## config.mk

```make
export PLATFORM = sky130hd
export DESIGN_NAME = prng_arbiter_flat
export DESIGN_NICKNAME = d
export VERILOG_FILES = /design/src/rtl/prng_pkg.sv /design/src/rtl/prng_arbiter_if.sv /design/src/rtl/lfsr8_core.sv /design/src/rtl/prng_arbiter.sv /design/src/flat_wrapper.sv
export SDC_FILE = /design/constraint.sdc
export NUM_CORES = 1
export LEC_CHECK = 0
export BUFFER_PORTS_ARGS = -buffer_cell sky130_fd_sc_hd__buf_4
export CAP_MARGIN = 25
export CELL_PAD_IN_SITES_DETAIL_PLACEMENT = 1
export CELL_PAD_IN_SITES_GLOBAL_PLACEMENT = 1
export CORE_AREA = 8 8 76 78
export DETAILED_ROUTE_END_ITERATION = 6
export DIE_AREA = 0 0 84 86
export PLACE_DENSITY_LB_ADDON = 0.1
export SKIP_LAST_GASP = 1
export SYNTH_ARGS = -nofsm -noshare
export SYNTH_HDL_FRONTEND = slang
export SYNTH_HIERARCHICAL = 1
export SYNTH_SLANG_ARGS = --single-unit
```

## constraint.sdc

```tcl
create_clock -name clk -period 2.2 [get_ports clk]
set_input_delay 0.22 -clock clk [delete_from_list [all_inputs] [get_ports clk]]
set_output_delay 0.22 -clock clk [all_outputs]
set_load 0.1 [all_outputs]
```

## src/rtl/prng_pkg.sv

```systemverilog
// Shared types and constants for the PRNG arbiter: FSM encoding, LFSR taps,
// reset seed, requester count and the single-step LFSR function.
package prng_pkg;

    typedef enum logic [1:0] {
        StIdle    = 2'd0,
        StStep    = 2'd1,
        StDeliver = 2'd2
    } state_e;

    // Feedback taps: bits 0, 2, 3 and 4 feed the new MSB.
    localparam logic [7:0] LfsrTaps  = 8'h1D;
    localparam logic [7:0] ResetSeed = 8'h01;
    localparam int unsigned NumReq   = 2;

    // One LFSR shift; the all-zero lock-up state escapes to the reset seed.
    function automatic logic [7:0] lfsr_next(input logic [7:0] s);
        logic [7:0] n;
        if (s == 8'h00) begin
            n = ResetSeed;
        end else begin
            n = {^(s & LfsrTaps), s[7:1]};
        end
        return n;
    endfunction

endpackage

```

## src/rtl/prng_arbiter_if.sv

```systemverilog
// Consumer-side bundle of the PRNG arbiter: seed-load handshake, per-requester
// request/ready/valid, shared data byte and status.
interface prng_arbiter_if;
    import prng_pkg::*;

    logic              seed_valid;
    logic [7:0]        seed;
    logic              seed_rdy;
    logic [NumReq-1:0] req;
    logic [NumReq-1:0] rdy;
    logic [NumReq-1:0] vld;
    logic [7:0]        data;
    logic              busy;
    logic [7:0]        lfsr_state;

    // Consumers / seed offerer.
    modport master (
        output seed_valid, seed, req, rdy,
        input  seed_rdy, vld, data, busy, lfsr_state
    );

    // The arbiter itself.
    modport slave (
        input  seed_valid, seed, req, rdy,
        output seed_rdy, vld, data, busy, lfsr_state
    );

endinterface

```

## src/rtl/lfsr8_core.sv

```systemverilog
// 8-bit Fibonacci LFSR register with load and step enables and a zero guard.
// Load wins over step; a zero load value is replaced by the reset seed.
module lfsr8_core
    import prng_pkg::*;
(
    input  logic       clk,
    input  logic       rst,
    input  logic       step_en,
    input  logic       load_en,
    input  logic [7:0] load_val,
    output logic [7:0] state,
    output logic [7:0] state_next
);

    logic [7:0] lfsr_q;
    logic [7:0] lfsr_d;

    assign state_next = lfsr_next(lfsr_q);
    assign state      = lfsr_q;

    // Next register value: load, step or hold.
    always_comb begin
        lfsr_d = lfsr_q;
        if (load_en) begin
            lfsr_d = (load_val == 8'h00) ? ResetSeed : load_val;
        end else if (step_en) begin
            lfsr_d = state_next;
        end
    end

    // LFSR register with synchronous reset to the reset seed.
    always_ff @(posedge clk) begin
        if (rst) begin
            lfsr_q <= ResetSeed;
        end else begin
            lfsr_q <= lfsr_d;
        end
    end

endmodule

```

## src/rtl/prng_arbiter.sv

```systemverilog
// Round-robin controller sharing one LFSR between two requesters. Each grant
// shifts the LFSR STEPS times, then presents one byte on a valid/ready
// handshake. Optional build macro PRNG_FREERUN_EN also shifts the LFSR in
// every IDLE cycle that does not load a seed.
module prng_arbiter
    import prng_pkg::*;
#(
    parameter int unsigned STEPS = 8
) (
    input logic           clk,
    input logic           rst,
    prng_arbiter_if.slave bus
);

    localparam logic [3:0] StepsInit = 4'(STEPS - 1);

    state_e            state_q;
    state_e            state_d;
    logic [3:0]        cnt_q;
    logic [3:0]        cnt_d;
    logic              last_q;
    logic              last_d;
    logic              grant_q;
    logic              grant_d;
    logic [NumReq-1:0] vld_q;
    logic [NumReq-1:0] vld_d;
    logic [7:0]        data_q;
    logic [7:0]        data_d;

    logic       seed_take;
    logic       req_any;
    logic       pick;
    logic       start;
    logic       handshake;
    logic       step_done;
    logic       step_en;
    logic       load_en;
    logic       seed_rdy;
    logic       busy;
    logic [7:0] lfsr_state;
    logic [7:0] lfsr_state_next;

    lfsr8_core u_lfsr (
        .clk        (clk),
        .rst        (rst),
        .step_en    (step_en),
        .load_en    (load_en),
        .load_val   (bus.seed),
        .state      (lfsr_state),
        .state_next (lfsr_state_next)
    );

    // Request decode: seed loading in IDLE beats a new grant.
    always_comb begin
        seed_take = (state_q == StIdle) && bus.seed_valid;
        req_any   = |bus.req;
        // On a tie the requester that did not complete last wins.
        pick      = (bus.req == 2'b11) ? ~last_q : bus.req[1];
        start     = (state_q == StIdle) && !seed_take && req_any;
        step_done = (state_q == StStep) && (cnt_q == 4'd0);
        handshake = (state_q == StDeliver) && bus.rdy[grant_q];
    end

    // FSM state register.
    always_ff @(posedge clk) begin
        if (rst) begin
            state_q <= StIdle;
        end else begin
            state_q <= state_d;
        end
    end

    // FSM next-state logic.
    always_comb begin
        state_d = state_q;
        unique case (state_q)
            StIdle:    if (start)     state_d = StStep;
            StStep:    if (step_done) state_d = StDeliver;
            StDeliver: if (handshake) state_d = StIdle;
            default:                  state_d = StIdle;
        endcase
    end

    // FSM outputs decoded straight from the state register.
    always_comb begin
        seed_rdy = (state_q == StIdle);
        busy     = (state_q != StIdle);
        load_en  = seed_take;
`ifdef PRNG_FREERUN_EN
        step_en  = (state_q == StStep) || ((state_q == StIdle) && !bus.seed_valid);
`else
        step_en  = (state_q == StStep);
`endif
    end

    // Datapath next values: step counter, grantee, round-robin pointer, output byte.
    always_comb begin
        cnt_d   = cnt_q;
        grant_d = grant_q;
        last_d  = last_q;
        vld_d   = vld_q;
        data_d  = data_q;
        if (start) begin
            grant_d = pick;
            cnt_d   = StepsInit;
        end
        if ((state_q == StStep) && (cnt_q != 4'd0)) begin
            cnt_d = cnt_q - 4'd1;
        end
        if (step_done) begin
            // Capture the value the final shift produces so data matches lfsr_state.
            vld_d  = grant_q ? 2'b10 : 2'b01;
            data_d = lfsr_state_next;
        end
        if (handshake) begin
            vld_d  = '0;
            last_d = grant_q;
        end
    end

    // Datapath registers; reset makes requester 0 win the first tie.
    always_ff @(posedge clk) begin
        if (rst) begin
            cnt_q   <= 4'd0;
            grant_q <= 1'b0;
            last_q  <= 1'b1;
            vld_q   <= '0;
            data_q  <= 8'h00;
        end else begin
            cnt_q   <= cnt_d;
            grant_q <= grant_d;
            last_q  <= last_d;
            vld_q   <= vld_d;
            data_q  <= data_d;
        end
    end

    assign bus.seed_rdy   = seed_rdy;
    assign bus.busy       = busy;
    assign bus.vld        = vld_q;
    assign bus.data       = data_q;
    assign bus.lfsr_state = lfsr_state;

endmodule

```

## src/flat_wrapper.sv

```systemverilog
// flat-port wrapper written by rule: the top's interface ports become plain ports
module prng_arbiter_flat import prng_pkg::*;
#(
    parameter int unsigned STEPS = 8
)
  (clk, rst, bus_seed_valid, bus_seed, bus_req, bus_rdy, bus_seed_rdy, bus_vld, bus_data, bus_busy, bus_lfsr_state);
  prng_arbiter_if bus_i ();
  input logic clk;
  input logic rst;
  input wire logic [$bits(bus_i.seed_valid)-1:0] bus_seed_valid;
  input wire logic [$bits(bus_i.seed)-1:0] bus_seed;
  input wire logic [$bits(bus_i.req)-1:0] bus_req;
  input wire logic [$bits(bus_i.rdy)-1:0] bus_rdy;
  output wire logic [$bits(bus_i.seed_rdy)-1:0] bus_seed_rdy;
  output wire logic [$bits(bus_i.vld)-1:0] bus_vld;
  output wire logic [$bits(bus_i.data)-1:0] bus_data;
  output wire logic [$bits(bus_i.busy)-1:0] bus_busy;
  output wire logic [$bits(bus_i.lfsr_state)-1:0] bus_lfsr_state;
  assign bus_i.seed_valid = bus_seed_valid;
  assign bus_i.seed = bus_seed;
  assign bus_i.req = bus_req;
  assign bus_i.rdy = bus_rdy;
  assign bus_seed_rdy = bus_i.seed_rdy;
  assign bus_vld = bus_i.vld;
  assign bus_data = bus_i.data;
  assign bus_busy = bus_i.busy;
  assign bus_lfsr_state = bus_i.lfsr_state;
  prng_arbiter #(.STEPS(STEPS)) u_core (.clk(clk), .rst(rst), .bus(bus_i));
endmodule
```

==> metrics.txt, run 1 <==
status=finished clean; Netlist cell types=43; CTS Hold Bufs=0; area leader, netlist=dfxtp_1; TritonCTS Buffers=3; Final Cell Area=1690 sq um; WL per Instance=15.8 um; Post-synth top cells=dfxtp_1 (26), a21oi_1 (19), o21ai_0 (12); max_slew headroom=61.4%; Yosys reg bits=26; Initial Util=29.2%; Area contributors post-synth=dfxtp_1 (39%), a21oi_1 (7.1%), o21ai_0 (4.5%); measured slew at the worst slew-check pin=579 ps; Worst setup SP type=register; CTS root buf=clkbuf_8; post-CTS sizing=0; R2R setup slack=390 ps; Ant. Diodes=0; initial antenna violation count=0; DRC=0; post-layout min period=1810 ps; TritonCTS clock tree=done; Final Cycle Share=82.2%; worst min-delay path category=in2reg; Cell Area, Synth=1340 sq um; total wire length=3800 um; R2R cell count=5; initial DRC count=54; Final Max Slew Viols=0; Clock transition at path regs=90 ps; Rows=25; Crit. End Element=register; crit path DAT=1980 ps; die height=86 um; most frequent cell after synthesis=dfxtp_1; vias in the first global route=1345; async set or reset register ratio after synthesis=0%; CTS Buffer Depth=2; Port Buffers=34; Reg-to-Reg Start=u_core/state_q[1]$_SDFFE_PP0P_; Total GRT Usage=10.6%; GP Congestion=0.750; worst skew pair latency=270 ps; Worst Clk Skew=3.88 ps; # H-tree levels=1; total clock sinks=26; post-synth net total=176; Min-Delay Endpoint=u_core/u_lfsr/state[3]$_SDFFE_PP0P_; layout cell share with drive strength beyond 1=30.1%; Core ar.=4600 sq um; Ports=35; Area after DPL=1630 sq um; die area=7220 sq um; routed vias/inst=5.17; required time of the critical path=2370 ps; crit path kind=reg2reg; Synth top area share=38.8%; Layout Nets=204; Post-DP HPWL=2930 um; 1st-pass router iterations=4; RSZ-0062 raised after global routing=false; R2R Path End=u_core/u_lfsr/state[0]$_SDFFE_PP1P_; Leakage=0.000661 uW; cells after synthesis=159; Overall Power=1430 uW; # Post-CTS Setup Buffers=0; number of flops mapped to enable cells by yosys=0; first-pass GRT wire length=6360 um; chip width=84 um; Vias=1241; Min-Delay Path Depth=3; CP Launch Point=u_core/state_q[1]$_SDFFE_PP0P_; Synth warnings=6; Max Fanout on Critical Path=20; Final Setup Violations=0; setup TNS=0 ps; total grt overflow=0; pin count of the biggest net entering global routing=27; maxcap violations=0; syn_area_per_cell=8.44 sq um; Layout area overhead=25.9%; PD cells=844 nW/um^2; Main synth FF type=dfxtp_1; Routed Antenna Nets=0; sequential fraction of the synthesis area=38.8%; Max Clk Rate=0.553 GHz; worst-case vdd ir drop=0.335 mV; HP Start=bus_seed[3]; Final Hold Fails=0
[where the power goes]
group          internal, uW  switching [uW]
combinational           169             390
sequential              511            43.6
clock                   160             152
[critical path, cell delays in order (launching register included)]
cell and delay (ps):
dfxtp_2 380, nand2b_4 240, inv_1 300, or3_1 430
a32o_1 210, a21o_1 150
[placed cells by master (no fill, tap or decap), types with 2 or more instances in the layout]
master,count
a211oi_1,3
a21oi_1,19
a221oi_1,2
a22oi_1,2
buf_4,36
clkbuf_8,4
dfxtp_1,24
ha_1,2
inv_1,6
mux2_2,3
mux2i_1,4
nand2_1,2
nand2b_1,3
nand3_1,11
nor2_1,10
nor2b_1,4
nor3_1,4
nor3b_1,3
o211ai_1,2
o21ai_0,12
o21bai_1,2
or2_2,2
or3_1,4
[worst max path at each step]
stage                     slack, ps                                  end  depth (start not counted)
after floorplan                 -70  u_core/u_lfsr/state[0]$_SDFFE_PP1P_                          6
after global placement          450  u_core/u_lfsr/state[0]$_SDFFE_PP1P_                          5
after detailed placement        380  u_core/u_lfsr/state[0]$_SDFFE_PP1P_                          5
after CTS                       370  u_core/u_lfsr/state[0]$_SDFFE_PP1P_                          5
after global routing            260       u_core/state_q[0]$_SDFFE_PP0P_                          5
final                           390  u_core/u_lfsr/state[0]$_SDFFE_PP1P_                          5
[sequential cells by signal, indices dropped and copies added, names as in the netlist]
register,flops
u_core/last_q,1
u_core/bus.data,8
u_core/state_q,2
u_core/cnt_q,4
u_core/grant_q,1
u_core/bus.vld,2
u_core/u_lfsr/state,8
[cells by family after synthesis]
family	after synthesis	synth area share (%)
compound gates	48	21.9
xor+xnor	2	1.31
flops	26	38.8
fa+ha+maj	2	1.87
simple gates	54	24.3
buf+inv	20	6.34
mux	7	5.50
[metrics by stage]
stage / hold WS [ps] / cells / setup WS [ps] / util (%)
finish: 198 / 240 / 391 / 36.7
global route: 200 / 240 / 256 / 36.7
CTS: 188 / 240 / 370 / 36.7
detailed placement: 478 / 236 / 383 / 35.5
global placement: 473 / 236 / 450 / 35.5
floorplan: 367 / 159 / -73.9 / -
[area by class of cell]
class | count | area [sq um]
multi-input cells | 113 | 741
well taps | 54 | 67.6
repair buffers | 36 | 270
fillers | 563 | 2910
clock buffers | 4 | 55.1
inverters | 7 | 30.0
flip-flops and latches | 26 | 526
[per-layer routing]
| layer | routed length, um | global-route usage (%) | vias to the layer above |
|---|---|---|---|
| li1 | - | - | 624 |
| met1 | 1640 | 11.4 | 597 |
| met2 | 1980 | 20.1 | 18 |
| met3 | 154 | 2.56 | 2 |
| met4 | 19 | 2.83 | 0 |
| met5 | 0 | 0 | - |
No activity file was read; power rests on OpenSTA's default activity.
==> run 2, diff against run 1 <==
clock period = 1.6 ns   (was 2.2 ns; I/O delays follow)
==> run 2 against run 1 <==
  * Fmax grew 18%
  * Global-route usage grew 0.54 points
  * Setup slack lost 330 ps
  * Utilization grew 3.4 points
  * Clock skew shrank 2.6 ps
  * Register-to-register slack lost 330 ps
  * Die area is the same
  * Count of clock-buffer cells in the layout is the same
  * Final area grew 9.3%
  * Total power grew 50%
  * Worst hold slack lost 65 ps
  * Critical endpoint is now u_core/bus.data[3]$_SDFFE_PP0P_
  * Largest power group unchanged
==> metrics.txt, run 2 (synthesis results as in run 1) <==
Min-Delay Path Depth=3; hold_ws=133 ps; Max Fanout on Critical Path=10; R2R setup slack=60 ps; max_slew headroom=77.6%; Final Setup Violations=0; Crit. End Element=register; CP delay by family, top=simple AND/OR/NAND/NOR gates; Worst setup SP type=register; register area=537 sq um; Total GRT Usage=11.2%; die height=86 um; maxcap violations=0; Ant. Diodes=0; chip width=84 um; die area=7220 sq um; Max Clk Rate=0.650 GHz; worst-path cell chain=inv_1 -> ha_2 -> or3b_4 -> buf_4 -> o21ai_0 -> a21oi_1; # fillers=543; CP peak stage delay=390 ps; GP Congestion=0.826; Clock transition at path regs=100 ps; CTS root buf=clkbuf_8; 1st-pass router iterations=4; Rows=25; worst-case vdd ir drop=0.399 mV; CTS Buffer Depth=2; RSZ-0062 raised after global routing=true; crit path DAT=1700 ps; Post-DP HPWL=3070 um; slowest CP cell=or3b_4; Overall Power=2150 uW; Area after DPL=1690 sq um; initial antenna violation count=0; HP Start=bus_seed[3]; Port Buffers=34; Routed Antenna Nets=0; Ports=35; TritonCTS Buffers=3; total wire length=4010 um; R2R cell count=6; vias in the first global route=1416; post-layout min period=1540 ps; post-route insts no fill=253; total clock sinks=26; WL per Instance=15.8 um; status=finished clean; Worst Clk Skew=1.33 ps; DRC=0; # H-tree levels=1; worst skew pair latency=280 ps; most common cell after layout, fill and taps aside=buf_4; TritonCTS clock tree=done; Final Cycle Share=96.1%; Placed Cells=242; crit path kind=reg2reg; first-pass GRT wire length=6640 um; worst min-delay path category=in2reg; Reg-to-Reg Start=u_core/cnt_q[0]$_SDFFE_PP0P_; layout cell share with drive strength beyond 1=41.2%; Initial Util=29.2%; initial DRC count=37; Min-Delay Endpoint=u_core/u_lfsr/state[3]$_SDFFE_PP0P_; measured slew at the worst slew-check pin=327 ps; PD cells=1160 nW/um^2; Final Cell Area=1850 sq um; required time of the critical path=1770 ps; Layout area overhead=37.7%; Vias=1305; Layout Nets=217; most frequent cells in the layout=buf_4 (48), a21oi_1 (19), dfxtp_1 (19); Leakage=0.000730 uW; pin count of the biggest net entering global routing=27; CP Buf/Inv Count=2; Core ar.=4600 sq um; CP Launch Point=u_core/cnt_q[0]$_SDFFE_PP0P_; Final Hold Fails=0; routed vias/inst=5.16; R2R Path End=u_core/bus.data[3]$_SDFFE_PP0P_; total grt overflow=0; Final Max Slew Viols=0; footprint of the multi-input gates=762 sq um
## run 2: cell count changes in the layout (fill, tap and decap cells not counted), moves of 2 or more
cell     delta
o21ai_2     +2
dfxtp_1     -5
o21ai_1     +8
inv_1       -3
inv_2       +2
o21ai_0    -10
buf_4      +12
dfxtp_2     +3
dfxtp_4     +2
## run 2: report_power, final
part | total [uW] | switching [uW] | internal (uW) | leakage, uW
combinational | 882 | 574 | 308 | 0.000480
sequential | 763 | 58.2 | 704 | 0.000216
clock | 501 | 228 | 273 | 0.0000339
## run 2: timing repair
item / in CTS / in global routing
hold buffers: 0 / 0
buffers inserted: 0 / 7
gates resized for setup: 0 / 20
setup endpoints to repair: 0 / 18
## run 2: worst reg2reg max path: cells and delay by family, from the launching register on
family	cells	cell delay [ps]
simple gates	1	390
compound gates	2	230
fa+ha+maj	1	210
flops	1	320
buf+inv	2	270
## run 2: final cells by class
cell class,instances,area share [%]
repair buffers,49,20.6
well taps,54,3.66
inverters,7,1.83
multi-input cells,113,41.3
clock buffers,4,3.59
flip-flops and latches,26,29.1
## run 2: through the flow
stage | setup slack, ps | util (%) | setup TNS [ps]
after floorplan | -674 | - | -4500
after global placement | 63.1 | 36.7 | 0
after detailed placement | 27.3 | 36.7 | 0
after CTS | 15.2 | 38.1 | 0
after global routing | -8.96 | 40.2 | -8.96
final | 62.5 | 40.2 | 0
## run 2: how the worst max path moves through the flow
stage	slack [ps]	depth (start not counted)	endpoint
global placement	60	5	u_core/u_lfsr/state[0]$_SDFFE_PP1P_
detailed placement	30	6	u_core/bus.data[1]$_SDFFE_PP0P_
finish	60	6	u_core/bus.data[3]$_SDFFE_PP0P_
global route	-9	6	u_core/bus.data[1]$_SDFFE_PP0P_
CTS	20	5	u_core/u_lfsr/state[0]$_SDFFE_PP1P_
floorplan	-670	6	u_core/u_lfsr/state[0]$_SDFFE_PP1P_
## run 2: routing by layer
layer	part of all wire (%)	track usage (%)	routed length, um	up-vias
met3	3.5	2.46	141	9
li1	-	-	-	655
met2	52	20.5	2090	23
met5	0	0	0	-
met4	2.8	5.18	112	0
met1	42	11.8	1670	618
==> run 3, diff against run 2 <==
CORE_AREA = 8 8 72 74   (was 8 8 76 78)
DIE_AREA = 0 0 80 82   (was 0 0 84 86)
SYNTH_HIERARCHICAL = unset   (was 1)
==> run 3 against run 2 <==
  * Total power down 0.91%
  * Area after synthesis down 11%
  * Routed wire length down 6.8%
==> metrics.txt, run 3 <==
status=finished clean; vias in the first global route=1234; slowest CP cell=or3b_4; most frequent cell after synthesis=dfxtp_1; number of flops mapped to enable cells by yosys=0; measured slew at the worst slew-check pin=498 ps; Worst setup SP type=register; most frequent cells in the layout=buf_4 (41), nand2_1 (21), dfxtp_1 (17); Area contributors post-synth=dfxtp_1 (44%), a21oi_1 (7.6%), nand2_1 (6.6%); RSZ-0062 raised after global routing=true; # H-tree levels=1; # Post-CTS Setup Buffers=0; dpl ws=-102 ps; post-layout min period=1530 ps; chip width=80 um; total grt overflow=0; worst min-delay path category=in2reg; Initial Util=28.7%; Synth warnings=0; WL per Instance=16.0 um; worst-case vdd ir drop=0.513 mV; initial DRC count=20; CTS root buf=clkbuf_8; crit path DAT=1750 ps; Rows=24; die height=82 um; post-synthesis adder-cell area fraction=2.11%; Min-Delay Path Depth=3; area leader, netlist=dfxtp_1; DRC=0; sequential fraction of the synthesis area=43.8%; Crit. End Element=register; Port Buffers=34; post-synthesis simple-gate area fraction=23.7%; pin count of the biggest net entering global routing=26; Post-DP HPWL=2770 um; routed vias/inst=5.02; TritonCTS clock tree=done; Layout area overhead=42.6%; worst-path cell chain=inv_2 -> ha_4 -> or3b_4 -> a211oi_4 -> a22oi_1 -> nor2_1; Final Setup Violations=0; 1st-pass router iterations=4; die area=6560 sq um; syn_area_per_cell=8.42 sq um; Clock transition at path regs=100 ps; R2R cell count=6; Final Max Slew Viols=0; Max Fanout on Critical Path=4; Synth Area in XOR/XNOR=1.48%; Ports=35; Final Hold Fails=0; Core ar.=4140 sq um; main combinational cell family by area after synthesis=compound AO/OA/AOI/OAI gates; most common cell after layout, fill and taps aside=buf_4; R2R setup slack=70 ps; hold_ws=129 ps; required time of the critical path=1820 ps; Final Cycle Share=95.6%; Ant. Diodes=0; Cell Area, Synth=1190 sq um; PD cells=1260 nW/um^2; first-pass GRT wire length=5930 um; crit path kind=reg2reg; maxcap violations=0; mux cell area share after synthesis=0.843%; Routed Antenna Nets=0; Yosys reg bits=26; Synth top area share=43.8%; Leakage=0.000680 uW; CP peak stage delay=430 ps; cells after synthesis=141; Netlist cell types=36; Total GRT Usage=11.3%; total wire length=3740 um; Main synth FF type=dfxtp_1; final worst setup slack=70.4 ps; Compound-Gate Fraction of Synth Area=23.7%; GP Congestion=0.720; async set or reset register ratio after synthesis=0%; total clock sinks=26; Worst Clk Skew=3.44 ps; post-synth net total=158; Layout Nets=199; CTS Buffer Depth=2; TritonCTS Buffers=3; layout cell share with drive strength beyond 1=39.8%; Max Clk Rate=0.654 GHz; Post-synth top cells=dfxtp_1 (26), nand2_1 (21), a21oi_1 (18); initial antenna violation count=0; worst skew pair latency=280 ps; max_slew headroom=66.5%; Vias=1169
==> run 3: cell types whose count changed in the layout (fill, tap and decap cells not counted), sizes merged, moves of 3 or more <==
cell    delta
mux2i      -3
nor3       +3
or3        -3
mux2       -3
o211ai     -3
nand3     -10
nor2b      -3
or2        -3
nand2     +20
nor2       +4
buf        -8
o21ai     -11
a22oi      +5
==> run 3: worst max-delay path: cells and delay by family (launching register included) <==
family          cells  cell delay, ps
simple gates        2             530
compound gates      2             400
flops               1             340
fa+ha+maj           1             130
buf+inv             1              70
==> run 3: worst paths after layout <==
path	from	end
min reg2reg	u_core.bus.vld[1]$_SDFFE_PP0P_	u_core.bus.vld[1]$_SDFFE_PP0P_
max	u_core.cnt_q[1]$_SDFFE_PP0P_	u_core.bus.data[1]$_SDFFE_PP0P_
max reg2reg	u_core.cnt_q[1]$_SDFFE_PP0P_	u_core.bus.data[1]$_SDFFE_PP0P_
min	bus_seed[2]	u_core.u_lfsr.state[2]$_SDFFE_PP0P_
==> run 3: logic make-up (layout without fill, tap and decap cells) <==
family	count (synthesis)	after routing
flops	26	26
compound gates	41	41
simple gates	57	57
fa+ha+maj	2	2
buf+inv	12	52
xor+xnor	2	2
mux	1	1
==> run 3: power by group <==
| group | internal [uW] | leakage [uW] | switching, uW |
|---|---|---|---|
| Clock | 335 | 0.0000357 | 234 |
| Sequential | 708 | 0.000216 | 67.3 |
| Combinational | 249 | 0.000429 | 533 |
| Total | 1290 | 0.000680 | 834 |
==> run 3: metal layers <==
metal / wire [um] / global-route usage, %
met1: 1700 / 13.5
met2: 1850 / 20.0
met3: 151 / 2.08
met4: 31 / 3.82
met5: 0 / 0
==> run 3: area by class of cell <==
| type | instances | area, sq um |
|---|---|---|
| fill | 514 | 2450 |
| multi-input combinational | 103 | 683 |
| sequential | 26 | 537 |
| timing repair buffer | 41 | 308 |
| tap | 52 | 65.1 |
| clock buffer | 3 | 41.3 |
| clock inverter | 1 | 30.0 |
| inverter | 7 | 28.8 |
==> run 3: stage by stage <==
stage                     TNS [ps]  utilization (%)  cell area [sq um]  power [uW]  cells
after floorplan              -22.8                -               1220        1330    141
after global placement       -18.3             38.0               1570        1510    229
after detailed placement      -289             38.0               1570        1530    229
after CTS                    -9.48             39.9               1650        2100    233
after global routing         -39.1             40.9               1690        2220    233
final                            0             40.9               1690        2130    233
==> run 3: timing repair <==
action,CTS,global route
setup endpoints to repair,11,9
resized for setup,2,9
pin swaps,0,1
hold buffers,0,0
endpoints found under the hold margin,0,0
